<file path="src/rtl/noc_flit_depacketizer_pkg.sv">
// Flit field layout, marker codes, receive FSM states and helpers shared by
// the depacketizer and its payload FIFO.
package noc_flit_depacketizer_pkg;

  localparam int NOC_DATA_WIDTH = 32;
  localparam int NOC_ID_X_WIDTH = 4;
  localparam int NOC_ID_Y_WIDTH = 4;
  localparam int AXI_LEN_BIT    = 8;
  localparam int NOC_MARK_WIDTH = 2;

  // Header / tail layout, MSB first:
  // [31:30] H marker | [29:26] src X | [25:22] src Y | [21:18] dst X |
  // [17:14] dst Y | [13:12] TYPE | [11:10] ORDER | [9:2] LEN | [1:0] E marker
  localparam int NOC_POINT_H      = NOC_DATA_WIDTH - NOC_MARK_WIDTH;
  localparam int NOC_SOURCE_POINT = NOC_POINT_H - 1;
  localparam int NOC_SRC_X_LSB    = NOC_SOURCE_POINT - NOC_ID_X_WIDTH + 1;
  localparam int NOC_SRC_Y_LSB    = NOC_SRC_X_LSB - NOC_ID_Y_WIDTH;
  localparam int NOC_DST_X_LSB    = NOC_SRC_Y_LSB - NOC_ID_X_WIDTH;
  localparam int NOC_DST_Y_LSB    = NOC_DST_X_LSB - NOC_ID_Y_WIDTH;
  localparam int NOC_TYPE_LSB     = NOC_DST_Y_LSB - 2;
  localparam int NOC_ORDER_LSB    = NOC_TYPE_LSB - 2;
  localparam int AXI_LEN_POINT    = NOC_ORDER_LSB - AXI_LEN_BIT;
  localparam int NOC_POINT_E      = 0;

  localparam logic [NOC_MARK_WIDTH-1:0] NOC_HEAD_H = 2'b10;
  localparam logic [NOC_MARK_WIDTH-1:0] NOC_HEAD_E = 2'b01;
  localparam logic [NOC_MARK_WIDTH-1:0] NOC_TAIL_H = 2'b01;
  localparam logic [NOC_MARK_WIDTH-1:0] NOC_TAIL_E = 2'b10;

  typedef enum logic [0:0] {
    NOC_RX_WAIT_HDR = 1'b0,
    NOC_RX_PAYLOAD  = 1'b1
  } noc_rx_state_e;

  // One queued payload beat, tagged with its packet's source and last flag.
  typedef struct packed {
    logic [NOC_DATA_WIDTH-1:0] data;
    logic [NOC_ID_X_WIDTH-1:0] src_x;
    logic [NOC_ID_Y_WIDTH-1:0] src_y;
    logic                      last;
  } noc_beat_t;

  localparam int NOC_BEAT_WIDTH = $bits(noc_beat_t);

  function automatic logic [15:0] sat_inc16(input logic [15:0] v);
    return (v == 16'hFFFF) ? v : v + 16'd1;
  endfunction

endpackage

</file>
<file path="src/rtl/noc_flit_depacketizer_sync_fifo.sv">
// Single-clock FIFO for payload beats. Push is ignored when full and pop when
// empty; pointers wrap naturally because DEPTH is a power of two.
module noc_flit_depacketizer_sync_fifo #(
  parameter int WIDTH = 8,
  parameter int DEPTH = 4
) (
  input  logic             noc_clk,
  input  logic             noc_rst_n,
  input  logic             push,
  input  logic [WIDTH-1:0] wdata,
  output logic             full,
  input  logic             pop,
  output logic [WIDTH-1:0] rdata,
  output logic             empty
);

  localparam int AW = (DEPTH > 1) ? $clog2(DEPTH) : 1;

  logic [WIDTH-1:0] mem_q [DEPTH];
  logic [WIDTH-1:0] mem_d [DEPTH];
  logic [AW-1:0]    wr_ptr_q, wr_ptr_d;
  logic [AW-1:0]    rd_ptr_q, rd_ptr_d;
  logic [AW:0]      count_q, count_d;
  logic             push_ok;
  logic             pop_ok;

  assign full    = (count_q == (AW+1)'(DEPTH));
  assign empty   = (count_q == '0);
  assign rdata   = mem_q[rd_ptr_q];
  assign push_ok = push & ~full;
  assign pop_ok  = pop & ~empty;

  // Next pointer, occupancy and storage contents.
  always_comb begin
    mem_d    = mem_q;
    wr_ptr_d = wr_ptr_q;
    rd_ptr_d = rd_ptr_q;
    count_d  = count_q;
    if (push_ok) begin
      mem_d[wr_ptr_q] = wdata;
      wr_ptr_d        = wr_ptr_q + AW'(1);
    end
    if (pop_ok) begin
      rd_ptr_d = rd_ptr_q + AW'(1);
    end
    case ({push_ok, pop_ok})
      2'b10:   count_d = count_q + (AW+1)'(1);
      2'b01:   count_d = count_q - (AW+1)'(1);
      default: count_d = count_q;
    endcase
  end

  // Storage and pointer registers; reset clears storage so outputs read 0.
  always_ff @(posedge noc_clk or negedge noc_rst_n) begin
    if (!noc_rst_n) begin
      for (int i = 0; i < DEPTH; i++) mem_q[i] <= '0;
      wr_ptr_q <= '0;
      rd_ptr_q <= '0;
      count_q  <= '0;
    end else begin
      mem_q    <= mem_d;
      wr_ptr_q <= wr_ptr_d;
      rd_ptr_q <= rd_ptr_d;
      count_q  <= count_d;
    end
  end

endmodule

</file>
<file path="src/rtl/noc_flit_depacketizer.sv">
// Receive-side NoC endpoint: validates header/tail framing and routing,
// queues payload beats for the local consumer, reports per-packet status.
module noc_flit_depacketizer
  import noc_flit_depacketizer_pkg::*;
#(
  parameter logic [NOC_ID_X_WIDTH-1:0] X_ID       = '0,
  parameter logic [NOC_ID_Y_WIDTH-1:0] Y_ID       = '0,
  parameter int                        FIFO_DEPTH = 4
) (
  input  logic                      noc_clk,
  input  logic                      noc_rst_n,
  input  logic                      rx_valid,
  output logic                      rx_ready,
  input  logic [NOC_DATA_WIDTH-1:0] rx_flit,
  input  logic                      rx_is_header,
  input  logic                      rx_is_tail,
  output logic                      out_valid,
  input  logic                      out_ready,
  output logic [NOC_DATA_WIDTH-1:0] out_data,
  output logic [NOC_ID_X_WIDTH-1:0] out_src_x,
  output logic [NOC_ID_Y_WIDTH-1:0] out_src_y,
  output logic                      out_last,
  output logic                      pkt_done,
  output logic                      pkt_ok,
  output logic [15:0]               pkt_cnt,
  output logic [15:0]               err_cnt
);

  noc_rx_state_e            state_q, state_d;
  logic [NOC_ID_X_WIDTH-1:0] src_x_q, src_x_d;
  logic [NOC_ID_Y_WIDTH-1:0] src_y_q, src_y_d;
  logic [AXI_LEN_BIT-1:0]    len_q, len_d;
  // One bit wider than LEN so LEN+1 and overlength counts are representable.
  logic [AXI_LEN_BIT:0]      beat_cnt_q, beat_cnt_d;
  logic                      err_q, err_d;
  logic                      pkt_done_q, pkt_done_d;
  logic                      pkt_ok_q, pkt_ok_d;
  logic [15:0]               pkt_cnt_q, pkt_cnt_d;
  logic [15:0]               err_cnt_q, err_cnt_d;

  logic                      accept;
  logic                      load_hdr;
  logic                      hdr_good;
  logic                      tail_bad;
  logic [NOC_MARK_WIDTH-1:0] mark_h;
  logic [NOC_MARK_WIDTH-1:0] mark_e;
  logic [NOC_ID_X_WIDTH-1:0] flit_src_x;
  logic [NOC_ID_Y_WIDTH-1:0] flit_src_y;
  logic [NOC_ID_X_WIDTH-1:0] flit_dst_x;
  logic [NOC_ID_Y_WIDTH-1:0] flit_dst_y;
  logic [AXI_LEN_BIT-1:0]    flit_len;

  logic      fifo_push;
  logic      fifo_full;
  logic      fifo_empty;
  noc_beat_t fifo_wdata;
  noc_beat_t fifo_rdata;

  assign mark_h     = rx_flit[NOC_POINT_H +: NOC_MARK_WIDTH];
  assign mark_e     = rx_flit[NOC_POINT_E +: NOC_MARK_WIDTH];
  assign flit_src_x = rx_flit[NOC_SRC_X_LSB +: NOC_ID_X_WIDTH];
  assign flit_src_y = rx_flit[NOC_SRC_Y_LSB +: NOC_ID_Y_WIDTH];
  assign flit_dst_x = rx_flit[NOC_DST_X_LSB +: NOC_ID_X_WIDTH];
  assign flit_dst_y = rx_flit[NOC_DST_Y_LSB +: NOC_ID_Y_WIDTH];
  assign flit_len   = rx_flit[AXI_LEN_POINT +: AXI_LEN_BIT];

  // A flit flagged both header and tail never counts as a good header.
  assign hdr_good = rx_is_header & ~rx_is_tail &
                    (mark_h == NOC_HEAD_H) & (mark_e == NOC_HEAD_E);

  // Tails never push, so they are accepted even with the FIFO full.
  assign rx_ready = (state_q == NOC_RX_WAIT_HDR) | ~fifo_full | rx_is_tail;
  assign accept   = rx_valid & rx_ready;

  assign tail_bad = err_q | (mark_h != NOC_TAIL_H) | (mark_e != NOC_TAIL_E) |
                    (flit_src_x != src_x_q) | (flit_src_y != src_y_q) |
                    (beat_cnt_q != ({1'b0, len_q} + 1'b1));

  // Packet framing FSM, beat tagging and status/counter updates.
  always_comb begin
    state_d    = state_q;
    src_x_d    = src_x_q;
    src_y_d    = src_y_q;
    len_d      = len_q;
    beat_cnt_d = beat_cnt_q;
    err_d      = err_q;
    pkt_done_d = 1'b0;
    pkt_ok_d   = 1'b0;
    pkt_cnt_d  = pkt_cnt_q;
    err_cnt_d  = err_cnt_q;
    load_hdr   = 1'b0;
    fifo_push  = 1'b0;
    fifo_wdata = '{data: rx_flit, src_x: src_x_q, src_y: src_y_q,
                   last: (beat_cnt_q == {1'b0, len_q})};

    case (state_q)
      NOC_RX_WAIT_HDR: begin
        if (accept && hdr_good) load_hdr = 1'b1;
      end
      NOC_RX_PAYLOAD: begin
        if (accept) begin
          if (rx_is_header) begin
            // Tail lost or header/tail conflict: abort the open packet.
            pkt_done_d = 1'b1;
            err_cnt_d  = sat_inc16(err_cnt_q);
            if (hdr_good) load_hdr = 1'b1;
            else          state_d  = NOC_RX_WAIT_HDR;
          end else if (rx_is_tail) begin
            pkt_done_d = 1'b1;
            pkt_ok_d   = ~tail_bad;
            if (tail_bad) err_cnt_d = sat_inc16(err_cnt_q);
            else          pkt_cnt_d = pkt_cnt_q + 16'd1;
            state_d = NOC_RX_WAIT_HDR;
          end else begin
            if (beat_cnt_q <= {1'b0, len_q}) fifo_push = 1'b1;
            else                             err_d     = 1'b1;
            if (beat_cnt_q != '1) beat_cnt_d = beat_cnt_q + 1'b1;
          end
        end
      end
      default: state_d = NOC_RX_WAIT_HDR;
    endcase

    if (load_hdr) begin
      src_x_d    = flit_src_x;
      src_y_d    = flit_src_y;
      len_d      = flit_len;
      beat_cnt_d = '0;
      err_d      = (flit_dst_x != X_ID) | (flit_dst_y != Y_ID);
      state_d    = NOC_RX_PAYLOAD;
    end
  end

  // FSM and status registers.
  always_ff @(posedge noc_clk or negedge noc_rst_n) begin
    if (!noc_rst_n) begin
      state_q    <= NOC_RX_WAIT_HDR;
      src_x_q    <= '0;
      src_y_q    <= '0;
      len_q      <= '0;
      beat_cnt_q <= '0;
      err_q      <= 1'b0;
      pkt_done_q <= 1'b0;
      pkt_ok_q   <= 1'b0;
      pkt_cnt_q  <= '0;
      err_cnt_q  <= '0;
    end else begin
      state_q    <= state_d;
      src_x_q    <= src_x_d;
      src_y_q    <= src_y_d;
      len_q      <= len_d;
      beat_cnt_q <= beat_cnt_d;
      err_q      <= err_d;
      pkt_done_q <= pkt_done_d;
      pkt_ok_q   <= pkt_ok_d;
      pkt_cnt_q  <= pkt_cnt_d;
      err_cnt_q  <= err_cnt_d;
    end
  end

  noc_flit_depacketizer_sync_fifo #(
    .WIDTH (NOC_BEAT_WIDTH),
    .DEPTH (FIFO_DEPTH)
  ) u_fifo (
    .noc_clk   (noc_clk),
    .noc_rst_n (noc_rst_n),
    .push      (fifo_push),
    .wdata     (fifo_wdata),
    .full      (fifo_full),
    .pop       (out_ready),
    .rdata     (fifo_rdata),
    .empty     (fifo_empty)
  );

  assign out_valid = ~fifo_empty;
  assign out_data  = fifo_rdata.data;
  assign out_src_x = fifo_rdata.src_x;
  assign out_src_y = fifo_rdata.src_y;
  assign out_last  = fifo_rdata.last;
  assign pkt_done  = pkt_done_q;
  assign pkt_ok    = pkt_ok_q;
  assign pkt_cnt   = pkt_cnt_q;
  assign err_cnt   = err_cnt_q;

endmodule

</file>
<file path="config.mk">
export PLATFORM = sky130hd
export DESIGN_NAME = noc_flit_depacketizer
export DESIGN_NICKNAME = d
export VERILOG_FILES = /design/src/rtl/noc_flit_depacketizer_pkg.sv /design/src/rtl/noc_flit_depacketizer_sync_fifo.sv /design/src/rtl/noc_flit_depacketizer.sv
export SDC_FILE = /design/constraint.sdc
export NUM_CORES = 1
export LEC_CHECK = 0
export CELL_PAD_IN_SITES_DETAIL_PLACEMENT = 2
export CELL_PAD_IN_SITES_GLOBAL_PLACEMENT = 2
export CORE_AREA = 5 5 169 171
export DETAILED_ROUTE_END_ITERATION = 7
export DIE_AREA = 0 0 174 176
export DONT_BUFFER_PORTS = 1
export GPL_TIMING_DRIVEN = 0
export PLACE_DENSITY = 0.72
export SYNTH_ARGS = -nofsm -noshare
export SYNTH_HDL_FRONTEND = slang
export SYNTH_HIERARCHICAL = 1
export SYNTH_SLANG_ARGS = --single-unit
</file>
<file path="constraint.sdc">
create_clock -name noc_clk -period 2.52 [get_ports noc_clk]
set_input_delay 0.63 -clock noc_clk [delete_from_list [all_inputs] [get_ports noc_clk]]
set_output_delay 0.63 -clock noc_clk [all_outputs]
set_load 0.02 [all_outputs]
</file>
==> flow_summary.toml <==
[run_status]
status = "finished, violations left"
violations = "hold timing, setup timing"

[synthesis]
synth.area.top_cells = "dfrtp_1 (53%), mux2_2 (18%), mux4_2 (8.5%)"
synth_top_cell_area_share_pct = 53.36
synth_edf_count = 0
synth_top_flop_cell = "dfrtp_1"
synth_cells = 764
synth-seq-cells = 232
synth.largest_area_cell = "dfrtp_1"
synth-warning-count = 6
syn_nets = 821
synth_cell_types = 51
ys_async_sr_fraction_pct = 100.0
synth.avg_cell_area_um2 = 14.24
syn_area_mm2 = 0.01088
yosysMostFrequentCell = "dfrtp_1"
yosysSeqAreaShare_pct = 53.36
ys_top_cells_by_count = "dfrtp_1 (232), mux2_2 (175), mux4_2 (41)"

[drt]
drc = 0
ant_nets = 0
via_per_inst = 5.714
vias = 6982
wire_per_inst_um = 30.75
dr.pass1.iters = 4
routed_wl_mm = 37.58
drt_iter0_markers = 299

[placed_design]
place.gp.congestion = 0.8043
io_buffer_count = 0
dp_slack_ps = -886.1
dp_hpwl_mm = 19.83

[clock_network]
cts_tree = "yes"
clock_sinks = 232
clock-root-buffer = "clkbuf_16"
cts_buffer_depth = 3
clk_pin_slew_ps = 60
htree_levels = 1
clock_latency_ps = 560
cts_inserted_buffers = 26

[grt]
grt_usage_pct = 20.89
grt_pass1_wl_mm = 49.99
grtUsageMet3_pct = 4.668
busiest_layer = "met2"
grt_max_degree = 233
grtUsageMet1_pct = 25.15
grt_pass1_vias = 7963
antenna_found_initial = 0
grt_overflow = 0
met2_usage_pct = 39.07

[timing]
finalCritPeriodShare_pct = 117.5
slew_violations = 0
min_period_ps = 2962
skew_ps = 29.28
tightest_slew_ps = 618.4
max_slew_margin_pct = 58.39
rsz0062_at_grt = "true"
setup_viol = 183
fin_ws_ps = -442.2
hold_viol = 232
fmax_mhz = 337.6
whs_ps = -210.7

[cells_and_area]
n_antenna_cell = 0
syn_to_final_growth_pct = 31.06
n_fill_cell = 2325
fin_nets = 918
drive_gt1_share_pct = 49.26

[floorplanning]
coreArea_mm2 = 0.02673
die_x_um = 174
ios = 115
die_area_mm2 = 0.03062
start_util_pct = 40.71
fp.dieH_um = 176
row_count = 60

[critical_path]
path_cells = "inv_2 > ha_4 > a21o_1 > a21oi_2 > o21ai_2 > nor2_2 > a211oi_2 > nor2_4 > buf_6 > nand2_2 > nor2_4 > buf_6 > buf_12 > mux2_2"
cp-end-kind = "flip-flop"
path_class = "reg -> reg"
path_buf_inv = 4
slowest_stage = "dfrtp_1"
start_kind = "flip-flop"
required_ps = 2950
cp_max_fo = 10
critical_path.max_stage_delay_ps = 410
crit_arrival_ps = 3400
cp_top_family = "simple AND/OR/NAND/NOR gates"

[power_and_ir_drop]
p_leak_nw = 6.504
irDropWorstVdd_mv = 0.5719
p_per_area_mw_per_mm2 = 734.3

[flow_run]
maxCapViolCount = 0

[hold_path]
hp-class = "in -> async"
-- report_power, final --
group	switching (mW)	internal, mW	leakage [nW]
clock network	1.65	2.25	0.434
registers	0.263	3.94	3.15
logic	1.16	1.22	2.91
-- stage by stage --
step           total power [mW]  instance area [µm²]  cells  util [%]  TNS (ps)
2_1_floorplan             5.296                10890    764         -     -4002
3_3_place_gp              5.640                11320   1105     42.34   -116430
3_5_place_dp              5.745                11320   1105     42.34   -138270
4_1_cts                   10.15                13160   1197     49.22    -25450
5_1_grt                   10.89                14260   1222     53.35    -72560
6_report                  10.47                14260   1222     53.35    -58380
-- state kept, by name (all words and copies together) (netlist names) --
signal           flops
u_fifo/mem_q       164
err_cnt             16
pkt_cnt             16
beat_cnt_q           9
len_q                8
src_x_q              4
src_y_q              4
u_fifo/count_q       3
u_fifo/rd_ptr_q      2
u_fifo/wr_ptr_q      2
err_q                1
pkt_done             1
pkt_ok               1
state_q              1
-- repair_timing --
item / CTS / global route
buffers inserted: 37 / 21
gates cloned: 8 / 9
pin swaps: 15 / 29
setup endpoints to repair: 222 / 241
endpoints found under the hold margin: 232 / 232
gates resized for setup: 101 / 214
-- final timing paths --
path / from / end / slack [ps] / cells past startpoint
min in group noc_clk: rx_flit[1] / u_fifo/mem_q[51] / 210 / 1
max reg2reg: len_q[1] / u_fifo/mem_q[54] / -440 / 14
min: noc_rst_n / pkt_cnt[8] / -210 / 0
min reg2reg: u_fifo/mem_q[142] / u_fifo/mem_q[142] / 510 / 1
max: len_q[1] / u_fifo/mem_q[54] / -440 / 14
max in group asynchronous: noc_rst_n / u_fifo/mem_q[101] / 2430 / 0
-- routing by layer --
| metal | vias up | wire length [µm] |
|---|---|---|
| met5 | - | 0 |
| met4 | 0 | 1145 |
| met3 | 76 | 2006 |
| met2 | 184 | 19720 |
| met1 | 3760 | 14710 |
| li1 | 2962 | - |
-- layout make-up --
| type | instances | area [µm²] | area share (%) |
|---|---|---|---|
| sequential | 232 | 5821 | 40.82 |
| inverter | 21 | 78.83 | 0.5528 |
| multi-input combinational | 478 | 5628 | 39.47 |
| clock buffer | 40 | 783.3 | 5.493 |
| buffer | 29 | 435.4 | 3.054 |
| clock inverter | 8 | 90.09 | 0.6318 |
| timing repair buffer | 73 | 996.0 | 6.985 |
| tap | 341 | 426.7 | 2.992 |
-- logic make-up after synthesis --
family                     Yosys count  synth area share (%)
AOI/OAI and AO/OA                   29                 1.886
adders and majority gates           19                 2.254
DFF                                232                 53.36
buffers and inverters               54                 3.186
and+or+nand+nor                    152                 7.660
xor gates and xnor gates            58                 4.669
muxes                              220                 26.98
-- cell usage in the layout, fill, tap and decap left out, types with 4 or more instances in the layout --
cell type  synthesis  final
mux4_2            41     41
xor2_1            21     19
dfrtp_2            0     12
nand4_1           19     19
mux2_2           175     34
buf_16             0      7
o21ai_0           10      7
clkinv_2           0      6
nand2_2            0      5
nor3_2             0      5
nor3_1            11      4
inv_2              0      5
buf_6             18      8
nor2_1            31     21
ha_4               0      7
ha_1              18     11
inv_1             21     16
nor2_2             0      5
nand3_1           20     19
dfrtp_1          232    220
buf_12             0     30
clkbuf_1           8      9
buf_4              0     38
nor2_4             0      5
nand2_1           30     24
and3_1             7      7
clkbuf_8           0      9
clkbuf_16          0     33
mux2_4             0    141
xnor2_1           37     35
No activity file was read; power rests on OpenSTA's default activity.
==> variant 1, RTL diff (same settings) <==
Reset style: synchronous (`noc_rst_n`), changed in 2 clocked blocks.
--- a/src/rtl/noc_flit_depacketizer_sync_fifo.sv
+++ b/src/rtl/noc_flit_depacketizer_sync_fifo.sv
@@ -51,7 +51,7 @@
   end
 
   // Storage and pointer registers; reset clears storage so outputs read 0.
-  always_ff @(posedge noc_clk or negedge noc_rst_n) begin
+  always_ff @(posedge noc_clk) begin
     if (!noc_rst_n) begin
       for (int i = 0; i < DEPTH; i++) mem_q[i] <= '0;
       wr_ptr_q <= '0;
--- a/src/rtl/noc_flit_depacketizer.sv
+++ b/src/rtl/noc_flit_depacketizer.sv
@@ -132,7 +132,7 @@
   end
 
   // FSM and status registers.
-  always_ff @(posedge noc_clk or negedge noc_rst_n) begin
+  always_ff @(posedge noc_clk) begin
     if (!noc_rst_n) begin
       state_q    <= NOC_RX_WAIT_HDR;
       src_x_q    <= '0;
Check against the original RTL: differs if noc_rst_n is asserted again (counterexample within 4 cycles, from zero or initial values and one cycle with noc_rst_n low); with noc_rst_n held inactive, the same outputs for 4 cycles.
==> variant 1 against the original RTL <==
The flow finishes with violations (negative setup slack); synthesized area is 1.2% lower; via count is 25% higher; count of clock-buffer cells in the layout up 1; worst setup slack better by 9.8 ps; cell area down 4.8%; wire length grew 4.6%; synthesized cell count up 42%; sequential share of layout area fell by 6.4 points; sequential cell count unchanged; clock skew shrank 20 ps; highest routed layer unchanged.
Power is not compared: it rests on default switching activity, and its combinational part moved more than twofold at a synthesized area within 25%.
==> variant 1: results <==
set metrics [dict create \
    outcome "complete, but fails checks" \
    violations "negative setup slack" \
    worst_path_max_delay_cell "mux2i_1" \
    ys.flop_type "dfxtp_1" \
    r2r_start "len_q[1]" \
    grt_max_degree 14 \
    wire_per_inst_um 25.68 \
    cts_made_buffers 28 \
    placed_cells 1425 \
    largest_reg_flops 164 \
    synth_area_leaders "dfxtp_1 (43%), mux2i_1 (16%), nand2_1 (9.7%), mux4_2 (8.6%), ha_1 (2.1%)" \
    tightest_slew_ps 983.0 \
    gp_congestion 0.7562 \
    clock_skew_ps 9.702 \
    rr_endpoint "u_fifo/mem_q[128]" \
    setup-violations-final 192 \
    postSynthAreaPerCell_sq_um 9.913 \
    vias_per_cell 5.691 \
    grt_use_total_pct 23.45 \
    dp_hpwl_um 24360 \
    cts_root_buf "clkbuf_16" \
    yosysUniqueCellTypes 56 \
    fin_nets 1225 \
    grt_first_pass_wirelength_um 56990 \
    max_stage_delay_ps 410 \
    netlist_top_cells_count "nand2_1 (279), dfxtp_1 (232), mux2i_1 (175)" \
    hp-class "input pin to register" \
    clkLatencyLatePin_ps 540 \
    arrival_ps 3360 \
    ys_seq_area_share_pct 43.22 \
    worst_slack_ps -432.5 \
    h-tree-depth 1 \
    drive_above_1_share_pct 20.61 \
    whs_ps 226.0 \
    drt-initial-drc-count 275 \
    grt_pass1_vias 9665 \
    dpl_cell_area_sq_um 11220 \
    preCtsSetupSlack_ps -798.9 \
    nFillCells 2725 \
]
==> variant 1: cell types whose count changed after synthesis, moves of 24 or more <==
cell      before  now
nand2_1       30  279
dfrtp_1      232    0
dfxtp_1        0  232
mux2_2       175    0
mux2i_1        3  175
clkbuf_1       8   34
a21oi_1        7   31
==> variant 1: worst max-delay path, delay by kind of cell, from the launching register on <==
kind                     cells  cell delay [ps]
multiplexers                 1              410
AND/OR/NAND/NOR              4              540
AO/OA/AOI/OAI                4              790
buffers and inverters        4              520
flip-flops                   1              350
adder cells (fa/ha/maj)      1              200
==> variant 1: how the worst max path moves through the flow <==
| stage | startpoint | end | slack (ps) | depth (start not counted) |
|---|---|---|---|---|
| 6_report | len_q[1] | u_fifo/mem_q[128] | -430 | 14 |
| 5_1_grt | len_q[1] | u_fifo/count_q[2] | -470 | 16 |
| 4_1_cts | len_q[1] | u_fifo/count_q[2] | -310 | 16 |
| 3_5_place_dp | len_q[1] | u_fifo/count_q[2] | -800 | 16 |
| 3_3_place_gp | len_q[2] | u_fifo/count_q[2] | -740 | 15 |
| 2_1_floorplan | len_q[1] | u_fifo/count_q[2] | -290 | 16 |
==> variant 1: stage by stage <==
step	utilization [%]	TNS, ps
after global routing	50.80	-58930
after floorplan	-	-570.6
after detailed placement	41.97	-97220
final	50.80	-36080
after CTS	48.85	-27280
after global placement	41.97	-86860
==> variant 1: cell families (layout without fill, tap and decap cells) <==
logic type / after synthesis / count (layout) / share of synthesized area, %
flops: 232 / 232 / 43.22
xor+xnor: 29 / 29 / 2.364
buf+inv: 89 / 193 / 4.460
fa+ha+maj: 19 / 19 / 2.282
mux: 216 / 216 / 24.90
compound gates: 82 / 82 / 4.972
simple gates: 417 / 418 / 17.80
==> variant 1: power by group through the flow <==
stage                     Sequential [mW]  Clock, mW  Combinational (mW)
after floorplan                      3.75          0               0.120
after global placement               3.75          0               0.197
after detailed placement             3.75          0               0.200
after CTS                            3.67       4.11               0.205
after global routing                 3.67       4.29               0.226
final                                3.67       4.03               0.211
==> variant 1: cell type report <==
cell class / instances / area share, %
Buffer: 66 / 4.470
Clock buffer: 41 / 6.193
Clock inverter: 10 / 0.5990
Inverter: 23 / 0.6359
Multi-Input combinational cell: 764 / 44.33
Sequential cell: 232 / 34.38
Tap cell: 341 / 3.143
Timing Repair Buffer: 53 / 6.248
==> variant 1: repair_timing <==
action | in CTS | in global routing
resized for setup | 93 | 56
gates cloned | 12 | 5
pin swaps | 20 | 6
setup buffers | 16 | 21
endpoints found under the hold margin | 0 | 0
endpoints found under the setup margin | 264 | 246
==> variant 1: layer usage <==
layer	share of wire [%]	global-route usage, %	wire (um)
met5	0	0	0
met4	2.0	5.642	778
met3	4.7	5.096	1842
met2	53	43.56	20910
met1	40	27.58	15770
==> variant 2, RTL diff (same settings) <==
Without the edit above. The package constant `AXI_LEN_BIT` goes from 8 to 4.
--- a/src/rtl/noc_flit_depacketizer_pkg.sv
+++ b/src/rtl/noc_flit_depacketizer_pkg.sv
@@ -5,7 +5,7 @@
   localparam int NOC_DATA_WIDTH = 32;
   localparam int NOC_ID_X_WIDTH = 4;
   localparam int NOC_ID_Y_WIDTH = 4;
-  localparam int AXI_LEN_BIT    = 8;
+  localparam int AXI_LEN_BIT    = 4;
   localparam int NOC_MARK_WIDTH = 2;
 
   // Header / tail layout, MSB first:
Formal check against the unedited RTL: not equivalent (a bounded check fails within 4 cycles, from zero or initial values and one cycle with noc_rst_n low).
==> variant 2 against the original RTL <==
Sequential power shrank 6.0%; clock power increased by 2%; cell area decreased by 6.4%; worst hold slack worse by 16 ps; synthesized area shrank 1.2%; worst setup slack better by 150 ps; largest power group is now the clock network; the flow still finishes with violations (negative hold slack, negative setup slack); total power is 5.1% lower; sequential cell count shrank 8; wire length is 1.9% higher; sequential share of layout area is 1.2 points higher.
==> variant 2: results <==
set metrics [dict create \
    clockNetworkAreaShare_pct 6.638 \
    violations "negative hold slack, negative setup slack" \
    hold_viol_final 224 \
    bufAreaShareNonClock_pct 9.329 \
    grt_first_pass_wirelength_um 52010 \
    fin_nets 922 \
    wl_met2_um 19890 \
    dpl_cell_area_sq_um 11200 \
    outcome "complete, but fails checks" \
    fin_tns_setup_ps -30610 \
    p_leak_nw 6.188 \
    worst_slack_ps -288.5 \
    nFillCells 2462 \
    worst_path_max_delay_cell "dfrtp_2" \
    seq_share_pct 42.04 \
    setup-violations-final 178 \
    met3_usage_pct 4.882 \
    grt_max_degree 225 \
    gp_congestion 0.8023 \
    placed_cells 1133 \
    synthAdderAreaFrac_pct 1.815 \
    grt_pass1_vias 8288 \
    synthMuxAreaShare_pct 26.25 \
    clk-power_mw 3.97 \
    whs_ps -227.2 \
    preCtsSetupSlack_ps -604.3 \
]
variant 2: cell types whose count changed in the layout (fill, tap and decap cells not counted), moves of 6 or more:
cell      change
nor2_1        -6
mux2_2      +100
dfrtp_2       -8
o211ai_1      +9
buf_4        -13
mux2_4      -109
nand2_1      +32
xnor2_1      -13
buf_16        -7
variant 2: final timing paths:
path / end / depth (start not counted) / slack [ps]
worst max-delay path: u_fifo/mem_q[136] / 12 / -290
worst min-delay path: err_cnt[2] / 0 / -230
worst max register to register: u_fifo/mem_q[136] / 12 / -290
worst min register to register: u_fifo/mem_q[55] / 1 / 510
max in group asynchronous: u_fifo/mem_q[30] / 0 / 2210
min in group noc_clk: src_x_q[2] / 2 / 190
variant 2: worst max-delay path: cells and delay by family (launching register included):
kind	cells	cell delay, ps
compound gates	1	70
flops	1	460
simple gates	5	880
mux	1	340
buf+inv	4	620
fa+ha+maj	1	290
